**config.mk**
```make
export PLATFORM = sky130hd
export DESIGN_NAME = uart_rx_fifo
export DESIGN_NICKNAME = d
export VERILOG_FILES = /design/src/rtl/uart_rx_fifo.sv
export SDC_FILE = /design/constraint.sdc
export NUM_CORES = 1
export LEC_CHECK = 0
export CAP_MARGIN = 40
export CELL_PAD_IN_SITES_DETAIL_PLACEMENT = 1
export CELL_PAD_IN_SITES_GLOBAL_PLACEMENT = 1
export CORE_MARGIN = 2
export CORE_UTILIZATION = 45
export CTS_BUF_LIST = sky130_fd_sc_hd__clkbuf_16
export DETAILED_ROUTE_END_ITERATION = 16
export GPL_TIMING_DRIVEN = 1
export PLACE_DENSITY = 0.76
export SLEW_MARGIN = 20
export SYNTH_ARGS = -nofsm -noshare
export SYNTH_HDL_FRONTEND = slang
export SYNTH_SLANG_ARGS = --single-unit
```
**constraint.sdc**
```tcl
create_clock -name UART_CLK -period 7.9 [get_ports UART_CLK]
set_clock_uncertainty 0.2 [all_clocks]
set_input_delay 1.58 -clock UART_CLK [delete_from_list [all_inputs] [get_ports UART_CLK]]
set_output_delay 1.58 -clock UART_CLK [all_outputs]
set_load 0.005 [all_outputs]
```
**src/rtl/uart_rx_fifo.sv**
```systemverilog
// uart_rx_fifo: UART receiver with a small first-word-fall-through byte FIFO.
// Samples UART_IN through a 2-flop synchroniser, checks 1..15 stop bits and
// exposes sticky FRAME_ERR / OVERRUN flags plus a registered RX_INT.
// Optional parity checking is compiled in with `define UART_RX_PARITY_EN.
module uart_rx_fifo #(
    parameter int CLKS_PER_BIT = 16,
    parameter int FIFO_DEPTH   = 4
) (
    input  logic       UART_CLK,
    input  logic       RESET,
    input  logic       UART_IN,
    input  logic [3:0] STOP_BITS,
    input  logic       RD_EN,
    input  logic       ERR_CLR,
`ifdef UART_RX_PARITY_EN
    input  logic       PAR_ODD,
    output logic       PAR_ERR,
`endif
    output logic [7:0] RX_DATA,
    output logic       RX_VALID,
    output logic       RX_FULL,
    output logic       FRAME_ERR,
    output logic       OVERRUN,
    output logic       RX_INT
);
    localparam int TW = $clog2(CLKS_PER_BIT);
    localparam int PW = $clog2(FIFO_DEPTH);
    localparam logic [TW-1:0] MID_START = TW'(CLKS_PER_BIT / 2 - 1);
    localparam logic [TW-1:0] MID_BIT   = TW'(CLKS_PER_BIT - 1);
    localparam logic [PW:0]   DEPTH_C   = (PW + 1)'(FIFO_DEPTH);

    typedef enum logic [2:0] {
        IDLE      = 3'd0,
        START     = 3'd1,
        DATA      = 3'd2,
        STOP      = 3'd3,
`ifdef UART_RX_PARITY_EN
        PARITY    = 3'd5,
`endif
        WAIT_IDLE = 3'd4
    } state_t;

    state_t        state_q, state_d;
    logic [1:0]    sync_q, sync_d;
    logic [TW-1:0] timer_q, timer_d;
    logic [3:0]    bit_q, bit_d;          // data bit index, then stop samples taken
    logic [3:0]    stop_cnt_q, stop_cnt_d;
    logic          stop_bad_q, stop_bad_d;
    logic          par_bad_q, par_bad_d;
    logic [7:0]    shift_q, shift_d;
    logic [7:0]    mem_q [FIFO_DEPTH];
    logic [7:0]    mem_d [FIFO_DEPTH];
    logic [PW-1:0] wr_ptr_q, wr_ptr_d, rd_ptr_q, rd_ptr_d;
    logic [PW:0]   count_q, count_d;
    logic          frame_err_q, frame_err_d;
    logic          overrun_q, overrun_d;
    logic          par_err_q, par_err_d;
    logic          rx_int_q, rx_int_d;
    logic          rx_s, mid, push, frame_set, par_set;
    logic          full, pop_ok, push_ok, overrun_set;

    assign rx_s = sync_q[1];
    assign mid  = (state_q == START) ? (timer_q == MID_START) : (timer_q == MID_BIT);

    // Receive FSM: bit timing, shifting and stop/parity evaluation
    always_comb begin
        sync_d     = {sync_q[0], UART_IN};
        state_d    = state_q;
        timer_d    = timer_q + TW'(1);
        bit_d      = bit_q;
        stop_cnt_d = stop_cnt_q;
        stop_bad_d = stop_bad_q;
        par_bad_d  = par_bad_q;
        shift_d    = shift_q;
        push       = 1'b0;
        frame_set  = 1'b0;
        par_set    = 1'b0;
        case (state_q)
            IDLE: begin
                timer_d = '0;
                if (!rx_s) state_d = START;
            end
            START: if (mid) begin
                timer_d = '0;
                if (rx_s) begin
                    state_d = IDLE;
                end else begin
                    state_d    = DATA;
                    bit_d      = 4'd0;
                    stop_cnt_d = (STOP_BITS == 4'd0) ? 4'd1 : STOP_BITS;
                    stop_bad_d = 1'b0;
                    par_bad_d  = 1'b0;
                end
            end
            DATA: if (mid) begin
                timer_d = '0;
                shift_d = {rx_s, shift_q[7:1]};
                if (bit_q == 4'd7) begin
                    bit_d = 4'd0;
`ifdef UART_RX_PARITY_EN
                    state_d = PARITY;
`else
                    state_d = STOP;
`endif
                end else begin
                    bit_d = bit_q + 4'd1;
                end
            end
`ifdef UART_RX_PARITY_EN
            PARITY: if (mid) begin
                timer_d = '0;
                state_d = STOP;
                if (rx_s != (^shift_q ^ PAR_ODD)) begin
                    par_set   = 1'b1;
                    par_bad_d = 1'b1;
                end
            end
`endif
            STOP: if (mid) begin
                timer_d = '0;
                bit_d   = bit_q + 4'd1;
                if (bit_q + 4'd1 == stop_cnt_q) begin
                    if (stop_bad_q || !rx_s) begin
                        frame_set = 1'b1;
                        state_d   = rx_s ? IDLE : WAIT_IDLE;
                    end else begin
                        push    = !par_bad_q;
                        state_d = IDLE;
                    end
                end else if (!rx_s) begin
                    stop_bad_d = 1'b1;
                end
            end
            WAIT_IDLE: begin
                // a held-low line (break) must not be taken as a new start bit
                timer_d = '0;
                if (rx_s) state_d = IDLE;
            end
            default: state_d = IDLE;
        endcase
    end

    // FIFO pointers, storage and sticky flags
    always_comb begin
        full        = (count_q == DEPTH_C);
        pop_ok      = RD_EN && (count_q != '0);
        push_ok     = push && (!full || pop_ok);
        overrun_set = push && full && !pop_ok;
        mem_d       = mem_q;
        wr_ptr_d    = wr_ptr_q;
        rd_ptr_d    = rd_ptr_q;
        count_d     = count_q;
        if (push_ok) begin
            mem_d[wr_ptr_q] = shift_q;
            wr_ptr_d        = wr_ptr_q + PW'(1);
        end
        if (pop_ok) rd_ptr_d = rd_ptr_q + PW'(1);
        case ({push_ok, pop_ok})
            2'b10:   count_d = count_q + (PW + 1)'(1);
            2'b01:   count_d = count_q - (PW + 1)'(1);
            default: count_d = count_q;
        endcase
        frame_err_d = frame_set   | (frame_err_q & ~ERR_CLR);
        overrun_d   = overrun_set | (overrun_q & ~ERR_CLR);
        par_err_d   = par_set     | (par_err_q & ~ERR_CLR);
`ifdef UART_RX_PARITY_EN
        rx_int_d = (count_d != '0) | frame_err_d | overrun_d | par_err_d;
`else
        rx_int_d = (count_d != '0) | frame_err_d | overrun_d;
`endif
    end

    // State registers; synchroniser presets high so reset never fakes a start
    always_ff @(posedge UART_CLK or posedge RESET) begin
        if (RESET) begin
            sync_q      <= 2'b11;
            state_q     <= IDLE;
            timer_q     <= '0;
            bit_q       <= '0;
            stop_cnt_q  <= 4'd1;
            stop_bad_q  <= 1'b0;
            par_bad_q   <= 1'b0;
            shift_q     <= '0;
            for (int i = 0; i < FIFO_DEPTH; i++) mem_q[i] <= '0;
            wr_ptr_q    <= '0;
            rd_ptr_q    <= '0;
            count_q     <= '0;
            frame_err_q <= 1'b0;
            overrun_q   <= 1'b0;
            par_err_q   <= 1'b0;
            rx_int_q    <= 1'b0;
        end else begin
            sync_q      <= sync_d;
            state_q     <= state_d;
            timer_q     <= timer_d;
            bit_q       <= bit_d;
            stop_cnt_q  <= stop_cnt_d;
            stop_bad_q  <= stop_bad_d;
            par_bad_q   <= par_bad_d;
            shift_q     <= shift_d;
            mem_q       <= mem_d;
            wr_ptr_q    <= wr_ptr_d;
            rd_ptr_q    <= rd_ptr_d;
            count_q     <= count_d;
            frame_err_q <= frame_err_d;
            overrun_q   <= overrun_d;
            par_err_q   <= par_err_d;
            rx_int_q    <= rx_int_d;
        end
    end

    assign RX_DATA   = (count_q != '0) ? mem_q[rd_ptr_q] : 8'h00;
    assign RX_VALID  = (count_q != '0);
    assign RX_FULL   = full;
    assign FRAME_ERR = frame_err_q;
    assign OVERRUN   = overrun_q;
    assign RX_INT    = rx_int_q;
`ifdef UART_RX_PARITY_EN
    assign PAR_ERR   = par_err_q;
`else
    logic unused_par;
    assign unused_par = par_err_q | par_bad_q;
`endif
endmodule

```
==> metrics.cfg, run 1 <==
[outcome]
status = finished clean

[drt]
drc = 0
wl_per_cell_um = 16.7
vias = 2143
ant_nets = 0
drt_wl_total_um = 6650
first_pass_iters = 4
avgViaCountPerCell = 5.38
drt-initial-drc-count = 59

[timing]
tns_ns = 0
min_period_ns = 4.09
max_clock_freq_mhz = 245
slew_violations = 0
period_share_pct = 51.7
slew_headroom_pct = 59.0
hold_viol = 0
rsz0062_at_grt = false
tightest_slew_ns = 0.615
setup_viol = 0

[floorplanning]
die_w_um = 90.2
initial_core_util_pct = 46.3
die_h_um = 90.2
design.die.area_sq_um = 8140
io_pins = 22
design.core.area_sq_um = 7210
rows = 31

[worst_setup_path]
cp.arrival_ns = 4.08
end_kind = register
rr_endpoint = RX_INT
crit_path_max_fanout = 11
rr_worst_depth = 11
reg2reg_slack_ns = 4.30
critPathLaunchType = primary input
worstReg2RegStart = bit_q[0]
cp.required_ns = 7.89
path_class = primary input to register

[final_layout]
fillerInstances = 756
layout-drive-gt1-share_pct = 26.1
fin_area_sq_um = 3970
syn2layout_area_growth_pct = 18.8
diodes = 0
fin_nets = 310

[global_route]
grt_max_degree = 38
grt_pass1_vias = 2273
grt_overflow = 0
antenna_found_initial = 0
grt_use_total_pct = 18.1
grt_pass1_wl_um = 11600

[yosys]
synth.cell_area_sq_um = 3340
syn_inst = 270
netlist.area_leader.share_pct = 48.7
synth_area_leaders = dfrtp_1, mux2_2, mux4_2
yosys_warnings = 0
synthDistinctLibCells = 47
ys_seq_area_share_pct = 51.0
synth_edf_count = 0
yosysMostFrequentCell = dfrtp_1
synth.largest_area_cell = dfrtp_1
synthFlopType = dfrtp_1
syn_nets = 286
async_flop_share_pct = 100
syn_area_per_cell_sq_um = 12.4
synth.cells.most_frequent = dfrtp_1, mux2_2, nor2_1, nand2_1
ys_ff_latch = 68

[hold_path]
hold_end = sync_q[1]
hold_class = register to register
hold_depth = 0
min_from = sync_q[0]

[clock_tree]
postCtsResizedCells = 0
clk_pin_slew_worst_paths_ns = 0.05
htreeDepth = 3
clock-sinks = 68
cts_hold_buf = 0
cts_buffers = 9
cts_tree = built
cts_buffer_depth = 2
cts_root_buf = clkbuf_16
post_cts.repair.setup_buffers = 0
insertion_delay_ns = 0.33

[place]
gp_congestion = 0.778
port_buffers = 21
placed_area_sq_um = 3660
hpwl_um = 4630

[pwr]
cellPowerDensity_nw_per_um2 = 307
p_leak_nw = 1.79
ir_worst_vdd_uv = 129
finalPower_mw = 1.22

[job]
max_cap_violations = 0

cell usage in the layout (no fill, tap or decap), types with 3 or more instances in the layout:
master	netlist	routed
clkbuf_16	0	9
xnor2_1	9	9
mux2_2	43	43
nor3b_1	4	4
a31oi_1	3	3
ha_1	6	6
a21oi_1	3	3
o21ai_0	7	7
nand2_1	15	15
nor2_1	16	16
o22ai_1	3	3
and2_1	10	10
nor3_1	7	7
inv_1	10	9
nor2b_1	7	7
xor2_1	3	3
nand3_1	9	9
dfstp_2	3	3
clkdlybuf4s50_1	0	21
dfrtp_1	65	65
mux4_2	8	8
critical path: stages:
cell and delay (ns):
clkdlybuf4s50_1 0.68, nand2_1 0.17, nor2_1 0.15, fa_1 0.46
nor2b_1 0.24, o22ai_1 0.11, a31oi_1 0.17, o21ai_0 0.11
or4_1 0.41
state kept, by name, summed over array words and instances, names as in the netlist, 2 cells and up:
register and cells:
mem_q 32, state_q 3, shift_q 8, sync_q 2, wr_ptr_q 2, rd_ptr_q 2
count_q 3, stop_cnt_q 4, bit_q 4, timer_q 4
area by class of cell:
cell class	count	area, sq um	share of cell area (%)
Tap cell	99	124	3.12
Multi-Input combinational cell	182	1550	39.1
Inverter	10	37.5	0.945
Clock inverter	7	91.3	2.30
Clock buffer	9	225	5.67
Timing Repair Buffer	23	238	5.98
Sequential cell	68	1710	42.9
logic make-up after synthesis:
family,Yosys count,synth area share (%)
adder cells (fa/ha/maj),7,2.84
flip-flops,68,51.0
AND/OR/NAND/NOR,82,13.6
AO/OA/AOI/OAI,28,5.76
XOR/XNOR,14,4.30
multiplexers,51,19.9
buffers and inverters,20,2.58
stage by stage:
step / hold slack [ns] / utilization (%) / worst slack [ns] / instances
6_report: 0.158 / 55.1 / 3.81 / 398
2_1_floorplan: 0.145 / - / 4.17 / 270
3_3_place_gp: 0.146 / 50.4 / 3.64 / 381
4_1_cts: 0.159 / 55.1 / 3.84 / 398
5_1_grt: 0.160 / 55.1 / 3.65 / 398
3_5_place_dp: 0.149 / 50.7 / 3.51 / 382
worst max path at each step:
stage / start / to / slack (ns)
after global routing: RD_EN / RX_INT / 3.65
after CTS: RD_EN / RX_INT / 3.84
after global placement: RD_EN / RX_INT / 3.64
final: RD_EN / RX_INT / 3.81
after detailed placement: RD_EN / RX_INT / 3.51
after floorplan: RD_EN / RX_INT / 4.17
where the power goes:
group,leakage [nW],switching [mW],internal [mW]
combinational,0.732,0.157,0.155
clock,0.157,0.146,0.275
sequential,0.903,0.0832,0.403
total,1.79,0.387,0.833
routing by layer:
metal,track usage [%],up-vias,wire length (um)
met2,28.3,20,3210
li1,-,1025,-
met3,3.52,10,137
met5,0,-,0
met1,25.1,1088,3190
met4,6.92,0,112
Power figures use the tool's default switching activity.
==> run 2, diff against run 1 <==
--- a/config.mk
+++ b/config.mk
@@ -9,7 +9,7 @@
 export CELL_PAD_IN_SITES_DETAIL_PLACEMENT = 1
 export CELL_PAD_IN_SITES_GLOBAL_PLACEMENT = 1
 export CORE_MARGIN = 2
-export CORE_UTILIZATION = 45
+export CORE_UTILIZATION = 43
 export CTS_BUF_LIST = sky130_fd_sc_hd__clkbuf_16
 export DETAILED_ROUTE_END_ITERATION = 16
 export GPL_TIMING_DRIVEN = 1
==> constraint.sdc (replaced) <==
create_clock -name UART_CLK -period 3.6 [get_ports UART_CLK]
set_clock_uncertainty 0.2 [all_clocks]
set_input_delay 0.72 -clock UART_CLK [delete_from_list [all_inputs] [get_ports UART_CLK]]
set_output_delay 0.72 -clock UART_CLK [all_outputs]
set_load 0.005 [all_outputs]
==> run 2 against run 1 <==
Net effect: via count is 5.0% higher; hold slack got worse by 0.0024 ns; utilization fell by 2.8 points; clock power increased by 100%.
==> metrics.cfg, run 2 (synthesis gave the netlist of run 1 again) <==
[final_layout]
final-seq-area_sq_um = 1710  ; unchanged
layout_common_cells = dfrtp_1, mux2_2, clkdlybuf4s50_1
top_register = mem_q
fin_nets = 314  ; +1.3%
layout_commonest_cell = dfrtp_1
multiInputGateArea_sq_um = 1550  ; +0.16%
largest_reg_flops = 32  ; unchanged
fillerInstances = 782  ; +3.4%
layout_top_registers = mem_q: 32 flops, shift_q: 8 flops
layout-drive-gt1-share_pct = 27.4  ; +1.3 points
diodes = 0  ; unchanged
syn2layout_area_growth_pct = 19.5

[drt]
wl_met3_um = 215  ; +57%
drt-initial-drc-count = 99  ; +68%
highest_layer = met4
wl_met1_um = 3270  ; +2.5%
drc = 0  ; unchanged
dr_wl_met2_um = 3900  ; +22%
first_pass_iters = 4  ; unchanged
wl_per_cell_um = 18.5  ; +11%
ant_nets = 0  ; unchanged
avgViaCountPerCell = 5.56  ; +3.2%
drt_wl_total_um = 7510  ; +13%
vias = 2251  ; +5.0%

[clock_tree]
clock-sinks = 68  ; unchanged
cts_tree = built
clk_pin_slew_worst_paths_ns = 0.06  ; about the same
cts_buffers = 9  ; unchanged
post_cts.repair.setup_buffers = 0  ; unchanged
htreeDepth = 3  ; unchanged
cts_root_buf = clkbuf_16
cts_buffer_depth = 2  ; unchanged
cts_hold_buf = 0  ; unchanged
insertion_delay_ns = 0.33  ; about the same

[timing]
tightest_slew_ns = 0.611  ; -0.00387 ns
slew_headroom_pct = 59.0  ; about the same
slew_violations = 0  ; unchanged
min_period_ns = 3.35
setup_viol = 0  ; unchanged
max_clock_freq_mhz = 298
tns_ns = 0  ; unchanged
fin_ws_ns = 0.250  ; -3.56 ns
period_share_pct = 93.1
hold_viol = 0  ; unchanged
rsz0062_at_grt = false

[pwr]
p_switching_mw = 0.897  ; +130%
cellPowerDensity_nw_per_um2 = 670  ; +120%
finalPower_mw = 2.67  ; +120%
p_int_mw = 1.78  ; +110%
ir_worst_vdd_uv = 220  ; +71%
pwr-share-seq_pct = 40.1  ; +0.2 points
p_leak_nw = 1.81  ; +0.76%
switching_share_pct = 33.6  ; +1.8 points
p_clk_share_pct = 32.1  ; -2.4 points
comb_power_share_pct = 27.8  ; +2.2 points

[outcome]
status = finished clean

[floorplanning]
die_h_um = 92.2  ; +2.2%
design.die.area_sq_um = 8500  ; +4.4%
io_pins = 22  ; unchanged
rows = 32  ; +3.2%
die_w_um = 92.2  ; +2.2%
design.core.area_sq_um = 7650  ; +6.0%
initial_core_util_pct = 43.7  ; -2.6 points

[worst_setup_path]
cp.required_ns = 3.59  ; -4.30 ns
rr_worst_depth = 11  ; unchanged
crit_path_max_fanout = 5  ; -6
critPathLaunchType = register
cp.arrival_ns = 3.34  ; -0.74 ns
end_kind = register
path_class = register to register

[place]
gp_congestion = 0.824  ; +5.9%
dp_slack_ns = 0.244  ; -3.27 ns
hpwl_um = 5070  ; +9.5%
port_buffers = 21  ; unchanged

[global_route]
antenna_found_initial = 0  ; unchanged
grt_overflow = 0  ; unchanged
grt_use_total_pct = 19.4  ; +1.3 points
grt_pass1_wl_um = 12600  ; +8.8%
grt_pass1_vias = 2466  ; +8.5%
grt_max_degree = 58  ; +53%

[hold_path]
hold_class = register to register
hold_depth = 0  ; unchanged

[job]
max_cap_violations = 0  ; unchanged

==> run 2: changes by cell type in the layout (fill, tap and decap cells not counted), sizes merged <==
cell	previous run	this run
clkinv	5	4
clkinvlp	0	1
buf	2	6
inv	10	11
bufinv	2	1
==> run 2: final cells by class <==
cell class              instances  share of cell area, %
flip-flops and latches         68                   42.7
multi-input cells             182                   38.9
clock inverters                 7                   1.72
clock buffers                   9                   5.64
repair buffers                 27                   6.89
inverters                      10                  0.940
well taps                     102                   3.20
==> run 2: worst paths after layout <==
| path | from | to | slack (ns) |
|---|---|---|---|
| setup / recovery | bit_q[0] | RX_INT | 0.25 |
| hold / removal | sync_q[0] | sync_q[1] | 0.16 |
| setup reg to reg | bit_q[0] | RX_INT | 0.25 |
| hold reg to reg | sync_q[0] | sync_q[1] | 0.16 |
| max in group asynchronous | RESET | sync_q[1] | 2.13 |
| min in group asynchronous | RESET | timer_q[0] | 0.50 |
==> run 2: critical path, cell delays in order, from the launching register on <==
cell and delay, ns:
dfrtp_1 0.43, ha_1 0.28, xnor3_1 0.41, and3_4 0.18
and3_1 0.18, nor2_1 0.14, fa_1 0.47, nor2b_2 0.18
o22ai_1 0.09, a31oi_1 0.16, o21ai_0 0.10, or4_1 0.41
==> run 2: power by group through the flow <==
stage          logic [mW]  clock network (mW)  registers (mW)
4_1_cts             0.750               0.877            1.07
5_1_grt             0.818               0.907            1.10
3_5_place_dp        0.728                   0            1.09
6_report            0.744               0.859            1.07
3_3_place_gp        0.693                   0            1.08
2_1_floorplan       0.594                   0           0.977
==> run 2: metrics by stage <==
stage	hold WS (ns)	utilization [%]	area [sq um]	instances
2_1_floorplan	0.145	-	3340	270
3_3_place_gp	0.146	48.0	3670	388
3_5_place_dp	0.147	48.3	3700	389
4_1_cts	0.156	52.2	3990	405
5_1_grt	0.163	52.2	3990	405
6_report	0.155	52.2	3990	405
==> run 2: metal layers <==
layer	global-route usage, %	vias up
met3	3.70	15
met2	32.7	36
met1	24.8	1170
li1	-	1030
met5	0	-
met4	7.96	0
==> run 2: repair_timing <==
item / CTS / global route
resized for setup: 0 / 1
hold endpoints to repair: 0 / 0
endpoints found under the setup margin: 0 / 1
==> run 3, diff against run 2 <==
--- a/config.mk
+++ b/config.mk
@@ -8,12 +8,13 @@
 export CAP_MARGIN = 40
 export CELL_PAD_IN_SITES_DETAIL_PLACEMENT = 1
 export CELL_PAD_IN_SITES_GLOBAL_PLACEMENT = 1
+export CORE_ASPECT_RATIO = 0.5
 export CORE_MARGIN = 2
 export CORE_UTILIZATION = 43
 export CTS_BUF_LIST = sky130_fd_sc_hd__clkbuf_16
 export DETAILED_ROUTE_END_ITERATION = 16
 export GPL_TIMING_DRIVEN = 1
-export PLACE_DENSITY = 0.76
+export PLACE_DENSITY = 0.78
 export SLEW_MARGIN = 20
 export SYNTH_ARGS = -nofsm -noshare
 export SYNTH_HDL_FRONTEND = slang
==> run 3 against run 2 <==
Net effect: global-route usage grew 1.0 points; final cell count shrank 1.5%; hold slack gained 0.0035 ns; largest power group unchanged; critical path depth did not move; critical endpoint unchanged; die area increased by 0.51%; non-clock buffer count is the same; clock power shrank 9.4%; sequential cell count unchanged; first-iteration DRC count shrank 3.0%; count of clock-buffer cells in the layout unchanged; via count fell by 1.2%; largest cell class unchanged.
==> metrics.cfg, run 3 (synthesis gave the netlist of run 1 again) <==
[outcome]
status = finished clean

[pwr]
p_clk_share_pct = 29.9  ; -2.2 points
p_switching_mw = 0.896  ; -0.18%
finalPower_mw = 2.60  ; -2.6%
switching_share_pct = 34.4  ; +0.85 points
comb_power_share_pct = 29.4  ; +1.6 points
p_int_mw = 1.71  ; -3.9%
pwr-share-seq_pct = 40.7  ; +0.6 points
p_leak_nw = 1.78  ; -1.5%
cellPowerDensity_nw_per_um2 = 661  ; -1.3%
ir_worst_vdd_uv = 270  ; +22%

[worst_setup_path]
critPathLaunchType = register
critPathMaxStageDelay_ns = 0.49  ; +0.02 ns
slowest_stage = fa_2
cp.required_ns = 3.60  ; about the same
path_class = register to register
crit_chain = ha_2 -> xnor3_1 -> and3_4 -> and3_1 -> nor2_1 -> fa_2 -> nor2b_2 -> o22ai_1 -> a31oi_1 -> o21ai_0 -> or4_1
reg2reg_slack_ns = 0.21  ; -0.04 ns
crit_path_max_fanout = 5  ; unchanged
cp.depth = 11  ; unchanged
end_kind = register
cp.arrival_ns = 3.38  ; +0.04 ns
cp.buffers_inverters = 0  ; unchanged
cp-endpoint = RX_INT
crit_path_start = bit_q[0]
crit_family = simple AND/OR/NAND/NOR gates
rr_endpoint = RX_INT
worstReg2RegStart = bit_q[0]
rr_worst_depth = 11  ; unchanged

[timing]
tns_ns = 0  ; unchanged
tightest_slew_ns = 0.632  ; +0.0212 ns
hold_viol = 0  ; unchanged
setup_viol = 0  ; unchanged
period_share_pct = 94.1  ; +0.99 points
slew_headroom_pct = 57.8  ; -1.1 points
slew_violations = 0  ; unchanged
min_period_ns = 3.39  ; +0.0355 ns
max_clock_freq_mhz = 295  ; -1.0%
rsz0062_at_grt = false

[global_route]
met2_usage_pct = 37.4  ; +4.8 points
grt_max_degree = 31  ; -47%
antenna_found_initial = 0  ; unchanged
groute.layer.met1.usage_pct = 22.5  ; -2.3 points
grt_use_total_pct = 20.5  ; +1.0 points
grt_overflow = 0  ; unchanged
grt_pass1_vias = 2467  ; +0.041%
top_usage_layer = met2
use_met3_pct = 6.80  ; +3.1 points
grt_pass1_wl_um = 12800  ; +1.0%

[floorplanning]
initial_core_util_pct = 45.0  ; +1.3 points
die_w_um = 129  ; +40%
design.die.area_sq_um = 8540  ; +0.51%
rows = 22  ; -31%
design.core.area_sq_um = 7430  ; -2.8%
io_pins = 22  ; unchanged
die_h_um = 66.4  ; -28%

[final_layout]
syn2layout_area_growth_pct = 17.8
fin_nets = 314  ; unchanged
layout_common_cells = dfrtp_1, mux2_2, clkdlybuf4s50_1
diodes = 0  ; unchanged
fin_area_sq_um = 3940  ; -1.4%
layout_top_registers = mem_q: 32 flops, shift_q: 8 flops
fillerInstances = 778  ; -0.51%
layout_commonest_cell = dfrtp_1
largest_reg_flops = 32  ; unchanged
top_register = mem_q
layout-drive-gt1-share_pct = 27.4  ; unchanged

[drt]
first_pass_iters = 4  ; unchanged
drc = 0  ; unchanged
drt_wl_total_um = 7730  ; +2.9%
vias = 2225  ; -1.2%
avgViaCountPerCell = 5.58  ; +0.33%
drt-initial-drc-count = 96  ; -3.0%
wl_per_cell_um = 19.4  ; +4.4%
ant_nets = 0  ; unchanged

[clock_tree]
cts_tree = built
clk_pin_slew_worst_paths_ns = 0.05  ; about the same
insertion_delay_ns = 0.34  ; about the same
cts_buffer_depth = 2  ; unchanged
htreeDepth = 3  ; unchanged
cts_buffers = 9  ; unchanged
cts_root_buf = clkbuf_16
clock-sinks = 68  ; unchanged

[place]
hpwl_um = 5170  ; +2.0%
port_buffers = 21  ; unchanged
placed_area_sq_um = 3670  ; -0.74%
gp_congestion = 0.827  ; +0.40%

[job]
max_cap_violations = 0  ; unchanged

[hold_path]
hold_depth = 0  ; unchanged
hold_class = register to register

==> run 3: cell count changes in the layout (fill, tap and decap cells not counted), sizes merged <==
cell,previous run,this run
clkinv,4,3
bufinv,1,0
clkinvlp,1,2
inv,11,12
==> run 3: worst reg2reg max path: stages (launching register included) <==
cell	delay, ns
dfrtp_1	0.43
ha_2	0.24
xnor3_1	0.38
and3_4	0.18
and3_1	0.18
nor2_1	0.16
fa_2	0.49
nor2b_2	0.18
o22ai_1	0.09
a31oi_1	0.15
o21ai_0	0.12
or4_1	0.45
==> run 3: worst min-delay path by stage <==
stage / startpoint / slack (ns) / to
2_1_floorplan: sync_q[0] / 0.15 / sync_q[1]
3_3_place_gp: sync_q[0] / 0.15 / sync_q[1]
3_5_place_dp: sync_q[0] / 0.15 / sync_q[1]
4_1_cts: sync_q[0] / 0.16 / sync_q[1]
5_1_grt: sync_q[0] / 0.16 / sync_q[1]
6_report: sync_q[0] / 0.16 / sync_q[1]
==> run 3: what timing repair did <==
item	CTS	global route
resized for setup	0	3
hold endpoints to repair	0	0
setup buffers	0	0
setup endpoints to repair	0	1
hold buffers	0	0
==> run 3: layout make-up <==
| type | count | area [sq um] | area share [%] |
|---|---|---|---|
| Tap cell | 96 | 120 | 3.05 |
| Inverter | 10 | 37.5 | 0.953 |
| Clock buffer | 9 | 225 | 5.72 |
| Timing Repair Buffer | 27 | 255 | 6.48 |
| Sequential cell | 68 | 1710 | 43.3 |
| Clock inverter | 7 | 36.3 | 0.921 |
| Multi-Input combinational cell | 182 | 1560 | 39.6 |
==> run 3: per-stage QoR <==
step | setup slack [ns] | util [%] | hold WS [ns] | instances
3_5_place_dp | 0.128 | 49.4 | 0.149 | 383
4_1_cts | 0.103 | 52.9 | 0.159 | 399
2_1_floorplan | 0.369 | - | 0.145 | 270
5_1_grt | 0.0448 | 53.0 | 0.163 | 399
6_report | 0.214 | 53.0 | 0.159 | 399
3_3_place_gp | 0.369 | 49.4 | 0.149 | 383
==> run 3: layer usage <==
layer	wire length, um	vias up
met2	4020	40
met3	286	14
li1	-	1025
met4	119	0
met1	3300	1146
met5	0	-
==> run 3: power groups by stage <==
stage | combinational (mW) | sequential [mW] | clock (mW)
CTS | 0.758 | 1.06 | 0.796
global route | 0.845 | 1.08 | 0.830
detailed placement | 0.750 | 1.07 | 0
floorplan | 0.594 | 0.977 | 0
global placement | 0.704 | 1.06 | 0
finish | 0.766 | 1.06 | 0.778
